### config.mk
export PLATFORM = sky130hd
export DESIGN_NAME = instr_encoder_loader
export DESIGN_NICKNAME = d
export VERILOG_FILES = /design/src/rtl/instr_encoder_loader.sv
export SDC_FILE = /design/constraint.sdc
export NUM_CORES = 1
export LEC_CHECK = 0
export CAP_MARGIN = 20
export CELL_PAD_IN_SITES_DETAIL_PLACEMENT = 0
export CELL_PAD_IN_SITES_GLOBAL_PLACEMENT = 1
export CORE_MARGIN = 2
export CORE_UTILIZATION = 34
export CTS_CLUSTER_SIZE = 10
export DETAILED_ROUTE_END_ITERATION = 16
export PLACE_DENSITY = 0.73
export SLEW_MARGIN = 25
export SYNTH_ARGS = -nofsm -noshare
export SYNTH_HDL_FRONTEND = slang
export SYNTH_SLANG_ARGS = --single-unit
### constraint.sdc
create_clock -name clk -period 1.5 [get_ports clk]
set_input_delay 0.3 -clock clk [delete_from_list [all_inputs] [get_ports clk]]
set_output_delay 0.3 -clock clk [all_outputs]
set_load 0.03 [all_outputs]
### src/rtl/instr_encoder_loader.sv
// Encodes ALU requests into RV32 R-type words and streams them into instruction memory.
// Optional macro ENCODER_ITYPE_EN adds is_imm/imm inputs for I-type encoding.
module instr_encoder_loader #(
  parameter int DEPTH  = 64,
  parameter int ADDR_W = 6
) (
  input  logic              clk,
  input  logic              rst_n,
  input  logic              in_valid,
  output logic              in_ready,
  input  logic [3:0]        ALU_control,
  input  logic [4:0]        rd,
  input  logic [4:0]        rs1,
  input  logic [4:0]        rs2,
`ifdef ENCODER_ITYPE_EN
  input  logic              is_imm,
  input  logic [11:0]       imm,
`endif
  input  logic              clear,
  output logic              mem_we,
  output logic [ADDR_W-1:0] mem_addr,
  output logic [31:0]       mem_wdata,
  output logic [ADDR_W:0]   count,
  output logic              full,
  output logic              err
);

  typedef enum logic [1:0] {S_IDLE, S_ENC, S_WRITE, S_FULL} state_t;

  localparam logic [ADDR_W:0] DEPTH_C = (ADDR_W+1)'(DEPTH);

  function automatic logic [2:0] funct3_of(input logic [3:0] op);
    case (op)
      4'b0000: return 3'b111;
      4'b0001: return 3'b110;
      4'b0010: return 3'b100;
      4'b0101: return 3'b001;
      4'b0110: return 3'b101;
      4'b0111: return 3'b101;
      4'b1000: return 3'b010;
      4'b1001: return 3'b011;
      default: return 3'b000;
    endcase
  endfunction

  function automatic logic [6:0] funct7_of(input logic [3:0] op);
    return (op == 4'b0100 || op == 4'b0111) ? 7'b0100000 : 7'b0000000;
  endfunction

  function automatic logic legal_r(input logic [3:0] op);
    return op <= 4'd9;
  endfunction

`ifdef ENCODER_ITYPE_EN
  // Only ops with a direct immediate form in RV32I (no subi, shifts need shamt).
  function automatic logic legal_i(input logic [3:0] op);
    case (op)
      4'b0000, 4'b0001, 4'b0010, 4'b0011, 4'b1000, 4'b1001: return 1'b1;
      default: return 1'b0;
    endcase
  endfunction
`endif

  state_t            state_q, state_d;
  logic [3:0]        op_q, op_d;
  logic [4:0]        rd_q, rd_d, rs1_q, rs1_d, rs2_q, rs2_d;
  logic [ADDR_W:0]   count_q, count_d;
  logic              mem_we_q, mem_we_d;
  logic [ADDR_W-1:0] mem_addr_q, mem_addr_d;
  logic [31:0]       mem_wdata_q, mem_wdata_d;
  logic              err_q, err_d;
  logic              full_q, full_d;
  logic [31:0]       enc_word;
  logic              enc_legal;
  logic [ADDR_W:0]   count_inc;
`ifdef ENCODER_ITYPE_EN
  logic              is_imm_q, is_imm_d;
  logic [11:0]       imm_q, imm_d;
`endif

  always_comb begin
    enc_word  = {funct7_of(op_q), rs2_q, rs1_q, funct3_of(op_q), rd_q, 7'b0110011};
    enc_legal = legal_r(op_q);
`ifdef ENCODER_ITYPE_EN
    if (is_imm_q) begin
      enc_word  = {imm_q, rs1_q, funct3_of(op_q), rd_q, 7'b0010011};
      enc_legal = legal_i(op_q);
    end
`endif
    count_inc   = count_q + 1'b1;
    state_d     = state_q;
    op_d        = op_q;
    rd_d        = rd_q;
    rs1_d       = rs1_q;
    rs2_d       = rs2_q;
    count_d     = count_q;
    mem_we_d    = 1'b0;
    mem_addr_d  = mem_addr_q;
    mem_wdata_d = mem_wdata_q;
    err_d       = 1'b0;
    full_d      = full_q;
`ifdef ENCODER_ITYPE_EN
    is_imm_d    = is_imm_q;
    imm_d       = imm_q;
`endif
    case (state_q)
      S_IDLE: if (in_valid) begin
        op_d    = ALU_control;
        rd_d    = rd;
        rs1_d   = rs1;
        rs2_d   = rs2;
`ifdef ENCODER_ITYPE_EN
        is_imm_d = is_imm;
        imm_d    = imm;
`endif
        state_d = S_ENC;
      end
      S_ENC: begin
        if (enc_legal) begin
          mem_wdata_d = enc_word;
          state_d     = S_WRITE;
        end else begin
          err_d   = 1'b1;
          state_d = S_IDLE;
        end
      end
      S_WRITE: begin
        mem_we_d   = 1'b1;
        mem_addr_d = count_q[ADDR_W-1:0];
        count_d    = count_inc;
        full_d     = (count_inc == DEPTH_C);
        state_d    = (count_inc == DEPTH_C) ? S_FULL : S_IDLE;
      end
      default: ;
    endcase
    // clear overrides anything in flight: the pending request is dropped
    if (clear) begin
      state_d     = S_IDLE;
      count_d     = '0;
      full_d      = 1'b0;
      mem_we_d    = 1'b0;
      err_d       = 1'b0;
      mem_addr_d  = mem_addr_q;
      mem_wdata_d = mem_wdata_q;
    end
  end

  always_ff @(posedge clk or negedge rst_n) begin
    if (!rst_n) begin
      state_q     <= S_IDLE;
      op_q        <= '0;
      rd_q        <= '0;
      rs1_q       <= '0;
      rs2_q       <= '0;
      count_q     <= '0;
      mem_we_q    <= 1'b0;
      mem_addr_q  <= '0;
      mem_wdata_q <= '0;
      err_q       <= 1'b0;
      full_q      <= 1'b0;
`ifdef ENCODER_ITYPE_EN
      is_imm_q    <= 1'b0;
      imm_q       <= '0;
`endif
    end else begin
      state_q     <= state_d;
      op_q        <= op_d;
      rd_q        <= rd_d;
      rs1_q       <= rs1_d;
      rs2_q       <= rs2_d;
      count_q     <= count_d;
      mem_we_q    <= mem_we_d;
      mem_addr_q  <= mem_addr_d;
      mem_wdata_q <= mem_wdata_d;
      err_q       <= err_d;
      full_q      <= full_d;
`ifdef ENCODER_ITYPE_EN
      is_imm_q    <= is_imm_d;
      imm_q       <= imm_d;
`endif
    end
  end

  assign in_ready  = (state_q == S_IDLE);
  assign mem_we    = mem_we_q;
  assign mem_addr  = mem_addr_q;
  assign mem_wdata = mem_wdata_q;
  assign count     = count_q;
  assign full      = full_q;
  assign err       = err_q;

endmodule

# Yosys cells after proc, flatten, opt, wreduce, memory -nomap -nowiden

Memories as Yosys holds them, arrays and structs flattened. A register that Yosys moved wholly into a read port is not among the register bits.
Index checks and enable logic that the tools add are counted.

Bits of input ports: 23
Output and inout port bits: 49
Memory bits (read-only): 48
Word-level logic and storage cells: 45
Latch bits: 0
Bits in writable memories: 0
Flip-flop bits (word level): 66
Memories: 1

Reductions and logical operators: 9
$lt $le $gt $ge: 1
$mul: 0
Shifts and indexed selects: 0
Eq/ne operators: 6
$add $sub $neg: 1
Bitwise logic cells: 1
Divide/modulo/power cells: 0
Muxes and demuxes: 15

Memories:

| name             | depth | width | rd ports | clocked after Yosys merged registers in | write ports | RTL line | text |
|---|---|---|---|---|---|---|---|
| (name not given) | 16    | 3     | 1        | 1                                       | 0           | 33       | `case (op)` |

Operator list:

| kind                  | number |
|---|---|
| $mux W7               | 2 |
| $eq A4 B3 Y1 const B  | 2 |
| $mux W2               | 4 |
| $add A7 B1 Y7 const B | 1 |
| $eq A7 B7 Y1 const B  | 1 |
| $mux W1               | 7 |
| $mux W6               | 1 |
| $pmux W2 S3           | 1 |
| $reduce_and A2 Y1     | 3 |
| $le A4 B4 Y1 const B  | 1 |
| $reduce_bool A4 Y1    | 1 |
| $ne A3 B2 Y1 const B  | 1 |
| $reduce_and A3 Y1     | 1 |
| $eq A2 B1 Y1 const B  | 1 |
| $eq A2 B2 Y1 const B  | 1 |
| $logic_not A2 Y1      | 1 |
| $reduce_bool A2 Y1    | 1 |
| $logic_not A1 Y1      | 1 |
| $logic_or A1 B1 Y1    | 1 |
| $not A1 Y1            | 1 |

# Logic depth before layout (Yosys ltp)

Gate-level depths: netlist (run 1).

Depth after elaboration: 5
Depth in mapped cells: 7
Depth with buffers taken out: 6

# Least setup slack after synthesis (run 1)

Ideal clock, no wire load.

Kind: register to register
Start: register count_q[0] (netlist: count[0])
End: register full_q (netlist: full)
Buffers on the path: 0
Library setup time: 0.078 ns
Period minus slack after synthesis: 1.781 ns
Arrival time: 1.703 ns
Cell stages (with the launch flop): 6
Setup slack: -0.281 ns
Required time: 1.422 ns
Path through: dfrtp_1 > ha_1 > xor2_1 > nand4_1 > a2111o_1 > a21oi_1

Cells in the longest elaborated chain, start to end: 4

Ends and longest elaborated chain:

| element                | RTL line | text |
|---|---|---|
| start, declared        | 67       | `logic [ADDR_W:0] count_q, count_d;` |
| start signal, assigned | 171      | `count_q <= count_d;` |
| $add A7 B1 Y7          | 90       | `count_inc = count_q + 1'b1;` |
| $eq A7 B7 Y1           | 131      | `full_d = (count_inc == DEPTH_C);` |
| $mux W1                | 106      | `case (state_q)` |
| $mux W1                | 137      | `if (clear) begin` |
| end signal, assigned   | 176      | `full_q <= full_d;` |
| end, declared          | 72       | `logic full_q, full_d;` |

No other way between the ends. The select of a mux whose other input is x is not followed.
A chain may end at the register's enable or synchronous reset.

# Worst setup path after layout (run 1)

Start: register count_q[1] (netlist: count[1])
End: register full_q (netlist: full)

Same word-level chain as after synthesis.

==> results.tsv, run 1 <==
stage	metric	value	unit
outcome	status	finished, violations left	
outcome	violations in the final reports	setup timing	
clock_network	clock transition at the registers of the reported paths	0.06	ns
grt	first-pass GRT wire length	8410	um
timing	fin crit period	1.58	ns
job	count of maximum capacitance violations	0	
timing	Pins Over Slew Limit	0	
place	Placement Setup Slack	-0.117	ns
grt	remaining global-route overflow	0	
drt	number of detailed-routing iterations run before antenna repair	4	
clock_network	clock root buffer master	clkbuf_8	
drt	Iteration-0 DRC Markers	28	
drt	Routed WL per cell	13.0	um
synth	Ys Warns	0	
drt	Final ANT Viol Nets	0	
finish	leading cell type in the layout, fill and taps excluded	dfrtp_1	
place	Inst Count DP	369	
synth	number of synthesized register bits	57	
clock_network	number of CTS-inserted buffers	9	
finish	commonest cells after routing, fill and taps aside	dfrtp_1, dlygate4sd2_1, mux2_2, buf_4, clkdlybuf4s50_1	
floorplanning	area enclosed by the die boundary	8050	um^2
synth	post-synthesis sequential area ratio	57.1	%
synth	async set or reset register ratio after synthesis	100	%
clock_network	insertion delay of the later-clocked pin in the worst-skew pair	0.33	ns
min_path	Hold Path Stages	2	
floorplanning	core area	7180	um^2
place	Post-DP HPWL	3320	um
synth	count of mapped cells out of synthesis	193	
timing	count of endpoints failing setup in the final report	17	
critical_path	critical path arrival	1.83	ns
timing	PnR worst setup slack	-0.0819	ns
timing	RSZ-0062 raised after global routing	true	
critical_path	logic depth of the worst setup path including buffers	5	
synth	prevailing post-synth register cell	dfrtp_1	
critical_path	crit-path cells	ha_4, xor2_1, nand4_1, a2111o_1, a21oi_1	
drt	Remaining DRCs	0	
place	final estimated routing congestion in global placement	0.781	
critical_path	worst setup path class	register to register	
clock_network	clk sink count	57	
synth	post-synthesis average cell area	13.0	um^2
critical_path	cells on worst reg2reg path	5	
critical_path	worst-path maximum fanout	4	
power_and_ir_drop	Worst IR Drop VDD	1.02	mV
floorplanning	Boundary Pins	72	
finish	share of cells above drive strength 1	38.9	%
finish	# diodes	0	
drt	routed vias	1755	
critical_path	Critical Path RT	1.75	ns
grt	GRT Max-Usage Layer	met2	
place	buffers added on ports	62	
min_path	Hold WC Path Type	register to register	
grt	met3 capacity usage during global routing	4.27	%
critical_path	Crit-path slowest cell	a2111o_1	
timing	smallest hold slack	0.484	ns
power_and_ir_drop	power consumption	6700	uW
critical_path	buffer and inverter count on the worst path	0	
power_and_ir_drop	Static Leak	0.00186	uW
grt	vias in the first global route	1772	
finish	P&R area growth vs syn	52.5	%
grt	pin count of the biggest net entering global routing	58	
synth	synth top area cells	dfrtp_1, mux2_2, buf_4, ha_1, xnor2_1	
critical_path	startpoint kind of the worst setup timing path	register	
grt	Total Routing Usage GR	13.2	%
floorplanning	die width	89.7	um
synth	largest area contributor in the netlist	dfrtp_1	
floorplanning	number of placement rows	31	
finish	final cell utilization of the core	53.1	%
finish	filler-free cell count of the finished design	392	
drt	total wire length after detailed routing	5090	um
synth	share of Yosys cell area claimed by the top area cell type	57.1	%
floorplanning	Die Y-Extent	89.7	um
clock_network	maximum buffer depth of the clock tree	2	
timing	number of endpoints with negative hold slack in the final report	0	
grt	initial antenna violation count	0	
grt	met1 global-route usage	16.9	%
drt	routed vias/inst	4.48	
floorplanning	initial core utilization	34.8	%
critical_path	Top Family by Delay on Critical Path	compound AO/OA/AOI/OAI gates	
finish	nets@finish	317	
timing	Final Skew	0.00629	ns
clock_network	TritonCTS clock tree	built	
clock_network	CTS H-tree lvls	3	
timing	maximum clock frequency	0.632	GHz
power_and_ir_drop	P per Cell Area	1760	nW/um^2
critical_path	Max stage delay on crit path	0.49	ns
synth	Post-synth EDFFs	0	
synth	Synth cell types	36	
critical_path	critical path endpoint category	register	
synth	synthesized cell area	2500	um^2
timing	period utilization	105	%
grt	global-route met2 utilization	20.1	%
-- metal layers --
metal / routed length, um / vias up
met5: 0 / -
met2: 2470 / 46
met1: 2270 / 866
met3: 268 / 8
met4: 74 / 0
li1: - / 835
-- logic make-up after synthesis --
| family | Yosys count | share of synthesized area (%) |
|---|---|---|
| AO/OA/AOI/OAI | 19 | 4.81 |
| AND/OR/NAND/NOR | 33 | 6.71 |
| other | 1 | 0.150 |
| multiplexers | 42 | 18.9 |
| XOR/XNOR | 10 | 3.50 |
| buffers and inverters | 26 | 6.41 |
| adder cells (fa/ha/maj) | 5 | 2.50 |
| flip-flops | 57 | 57.1 |
-- worst paths after layout --
path	from	end	slack, ns
min reg2reg	mem_wdata[30]	mem_wdata[30]	0.48
min in group asynchronous	rst_n	mem_addr[3]	0.51
max	count[1]	full	-0.08
min	mem_wdata[30]	mem_wdata[30]	0.48
max reg2reg	count[1]	full	-0.08
max in group asynchronous	rst_n	count[0]	0.73
-- cell type report --
| cell class | instances | area, um^2 |
|---|---|---|
| Clock buffer | 13 | 179 |
| Sequential cell | 57 | 1430 |
| Multi-Input combinational cell | 118 | 1070 |
| Clock inverter | 2 | 35.0 |
| Inverter | 5 | 18.8 |
| Fill cell | 656 | 3360 |
| Tap cell | 99 | 124 |
| Timing Repair Buffer | 98 | 948 |
-- power by group --
group | switching [uW] | internal [uW] | leakage [uW] | total, uW
combinational | 1400 | 1410 | 0.00104 | 2810
sequential | 303 | 2080 | 0.000703 | 2380
clock | 572 | 936 | 0.000112 | 1510
total | 2270 | 4420 | 0.00186 | 6700
-- registers in the layout (all words and copies together), names as in the netlist --
register	cells
state_q	2
mem_we	1
count	7
rs2_q	5
err	1
rs1_q	5
op_q	4
rd_q	5
mem_wdata	20
mem_addr	6
full	1
-- cell usage after synthesis, drive strengths merged (2+ instances only) --
library cell and number:
ha 5, nand3b 2, nor2 9, nand4 3
mux2 41, clkbuf 3, nand2b 3, inv 5
xnor2 5, dfrtp 57, xor2 5, o21ai 5
nand2 8, buf 18, a21oi 5, nand3 3
-- per-stage QoR --
step                area, um^2  setup TNS, ns
detailed placement        3410          -2.99
floorplan                 2560         -0.300
finish                    3810         -0.402
global route              3810          -1.59
CTS                       3690         -0.402
global placement          3410          -2.26
-- what timing repair did --
| action | in CTS | in global routing |
|---|---|---|
| hold buffers | 1 | 0 |
| hold endpoints to repair | 57 | 0 |
| setup buffers | 3 | 1 |
| setup endpoints to repair | 59 | 31 |
| gates resized for setup | 66 | 24 |
| pin swaps | 6 | 5 |
| gates cloned | 1 | 2 |
-- tightest hold or removal path, stage by stage (launching register included) --
cell     delay, ns
dfrtp_1       0.36
nand2_2       0.05
o21ai_2       0.04
Power figures use the tool's default switching activity.
==> run 2, diff against run 1 <==
--- a/config.mk
+++ b/config.mk
@@ -10,10 +10,9 @@
 export CELL_PAD_IN_SITES_GLOBAL_PLACEMENT = 1
 export CORE_MARGIN = 2
 export CORE_UTILIZATION = 34
-export CTS_CLUSTER_SIZE = 10
+export CTS_CLUSTER_SIZE = 8
 export DETAILED_ROUTE_END_ITERATION = 16
 export PLACE_DENSITY = 0.73
-export SLEW_MARGIN = 25
 export SYNTH_ARGS = -nofsm -noshare
 export SYNTH_HDL_FRONTEND = slang
 export SYNTH_SLANG_ARGS = --single-unit
==> results of run 2 <==
Same layout as run 1: the final DEF is identical, and so are final timing and power.
==> run 3, diff against run 2 <==
--- a/config.mk
+++ b/config.mk
@@ -12,7 +12,9 @@
 export CORE_UTILIZATION = 34
 export CTS_CLUSTER_SIZE = 8
 export DETAILED_ROUTE_END_ITERATION = 16
+export MAX_ROUTING_LAYER = met4
 export PLACE_DENSITY = 0.73
+export SETUP_SLACK_MARGIN = 0.3
 export SYNTH_ARGS = -nofsm -noshare
 export SYNTH_HDL_FRONTEND = slang
 export SYNTH_SLANG_ARGS = --single-unit
==> run 3 against run 2 <==
  * The flow still finishes with violations (setup timing)
  * Flip-flop and latch count is the same
  * Sequential share of layout area decreased by 4.8 points
  * Global-route usage up 2.2 points
  * Fmax is 0.66% lower
  * Count of clock-buffer cells in the layout fell by 4
  * Critical path type unchanged
  * Largest power group unchanged
==> results.tsv, run 3 (synthesis results as in run 1) <==
stage	metric	value	unit
finish	commonest cells after routing, fill and taps aside	dfrtp_1, buf_6, buf_4, mux2_4, clkdlybuf4s50_1	
critical_path	worst-path maximum fanout	3	
min_path	Hold WC Path Type	input port to async pin	
clock_network	insertion delay of the later-clocked pin in the worst-skew pair	0.34	ns
place	Placement Setup Slack	-0.150	ns
grt	vias in the first global route	1795	
drt	number of detailed-routing iterations run before antenna repair	4	
floorplanning	number of placement rows	31	
finish	area of combinational cells with multiple inputs	1210	um^2
floorplanning	Die Y-Extent	89.7	um
timing	count of endpoints failing setup in the final report	11	
critical_path	buffer and inverter count on the worst path	0	
drt	Iteration-0 DRC Markers	39	
timing	number of endpoints with negative hold slack in the final report	0	
finish	nets@finish	345	
place	final estimated routing congestion in global placement	0.749	
drt	routed vias	1859	
finish	final cell utilization of the core	60.9	%
outcome	violations in the final reports	setup timing	
timing	RSZ-0062 raised after global routing	true	
timing	maximum clock frequency	0.628	GHz
grt	remaining global-route overflow	0	
finish	filler instances	559	
critical_path	critical path endpoint category	register	
critical_path	worst setup path class	register to register	
clock_network	maximum buffer depth of the clock tree	2	
finish	flip-flop count of the largest register, all copies and words added	20	
power_and_ir_drop	power consumption	7900	uW
critical_path	critical path arrival	1.86	ns
place	Post-DP HPWL	3440	um
grt	Total Routing Usage GR	15.4	%
outcome	status	finished, violations left	
floorplanning	initial core utilization	34.8	%
timing	period utilization	106	%
clock_network	TritonCTS clock tree	built	
floorplanning	area enclosed by the die boundary	8050	um^2
grt	first-pass GRT wire length	9400	um
critical_path	crit-path cells	and3_4, a211o_1, a2111o_1, a21boi_1	
finish	share of cells above drive strength 1	58.7	%
finish	total non-filler cell area in the finished layout	4370	um^2
job	count of maximum capacitance violations	0	
timing	PnR worst setup slack	-0.0923	ns
place	buffers added on ports	62	
power_and_ir_drop	Worst IR Drop VDD	0.998	mV
timing	smallest hold slack	0.483	ns
place	instance area at placement	3470	um^2
drt	Remaining DRCs	0	
critical_path	Crit-path slowest cell	a2111o_1	
power_and_ir_drop	Static Leak	0.00212	uW
critical_path	setup slack of the most critical reg-to-reg path	-0.09	ns
critical_path	worst r2r src	count[3]	
critical_path	cells on worst reg2reg path	4	
timing	Pins Over Slew Limit	0	
clock_network	number of CTS-inserted buffers	9	
floorplanning	Boundary Pins	72	
grt	pin count of the biggest net entering global routing	58	
finish	area of all sequential standard cells	1430	um^2
drt	total wire length after detailed routing	5970	um
clock_network	clock transition at the registers of the reported paths	0.07	ns
finish	P&R area growth vs syn	74.9	%
drt	Final ANT Viol Nets	0	
timing	fin crit period	1.59	ns
critical_path	Critical Path RT	1.76	ns
floorplanning	die width	89.7	um
floorplanning	core area	7180	um^2
power_and_ir_drop	P per Cell Area	1810	nW/um^2
clock_network	clock root buffer master	clkbuf_8	
timing	Final Skew	0.0105	ns
critical_path	capture point of the worst reg-to-reg path	state_q[0]	
critical_path	Max stage delay on crit path	0.46	ns
drt	routed vias/inst	4.42	
clock_network	CTS H-tree lvls	3	
critical_path	Top Family by Delay on Critical Path	compound AO/OA/AOI/OAI gates	
grt	initial antenna violation count	0	
finish	# diodes	0	
clock_network	clk sink count	57	
drt	Routed WL per cell	14.2	um
critical_path	startpoint kind of the worst setup timing path	register	
==> run 3: cell count changes in the layout (fill, tap and decap cells not counted), sizes merged <==
cell           delta
bufinv            +1
buf              +66
clkbuf            -6
clkinvlp          +1
clkinv            +1
dlygate4sd2      -35
inv               +2
clkdlybuf4s15     -1
==> run 3: worst max-delay path by stage <==
| stage | to | slack (ns) | cells past startpoint | startpoint |
|---|---|---|---|---|
| 2_1_floorplan | full | -0.10 | 5 | count[3] |
| 3_3_place_gp | mem_wdata[11] | -0.10 | 4 | clear |
| 3_5_place_dp | mem_wdata[21] | -0.15 | 4 | clear |
| 4_1_cts | state_q[0] | -0.08 | 4 | count[2] |
| 5_1_grt | state_q[1] | -0.18 | 5 | count[0] |
| 6_report | state_q[0] | -0.09 | 4 | count[3] |
==> run 3: what timing repair did <==
| item | 4_1_cts | 5_1_grt |
|---|---|---|
| pin swaps | 16 | 10 |
| setup endpoints to repair | 93 | 95 |
| hold endpoints to repair | 57 | 0 |
| hold buffers | 1 | 0 |
| resized for setup | 303 | 36 |
| gates cloned | 4 | 0 |
| setup buffers | 12 | 20 |
==> run 3: layout make-up <==
type	instances	area share, %
Sequential cell	57	32.8
Timing Repair Buffer	126	31.1
Multi-Input combinational cell	118	27.7
Clock buffer	9	2.83
Tap cell	99	2.83
Clock inverter	7	2.35
Inverter	5	0.429
==> run 3: worst register-to-register path, cell delays in order (launching register included) <==
cell      delay [ns]
dfrtp_2         0.42
and3_4          0.18
a211o_1         0.29
a2111o_1        0.46
a21boi_1        0.17
==> run 3: layer usage <==
metal	wire, um	up-vias	global-route usage (%)
met5	0	-	-
li1	-	887	-
met3	231	7	4.02
met1	2710	918	19.8
met2	2950	47	23.1
met4	83	0	6.79
==> run 3: metrics by stage <==
| stage | instances | setup TNS (ns) |
|---|---|---|
| floorplan | 201 | -0.300 |
| global placement | 368 | -2.33 |
| detailed placement | 368 | -3.13 |
| CTS | 401 | -0.280 |
| global route | 421 | -2.22 |
| finish | 421 | -0.298 |
==> run 3: where the power goes <==
part	internal (uW)	switching (uW)	total [uW]
Combinational	2170	1620	3790
Sequential	2080	394	2470
Clock	951	688	1640
Total	5200	2700	7900
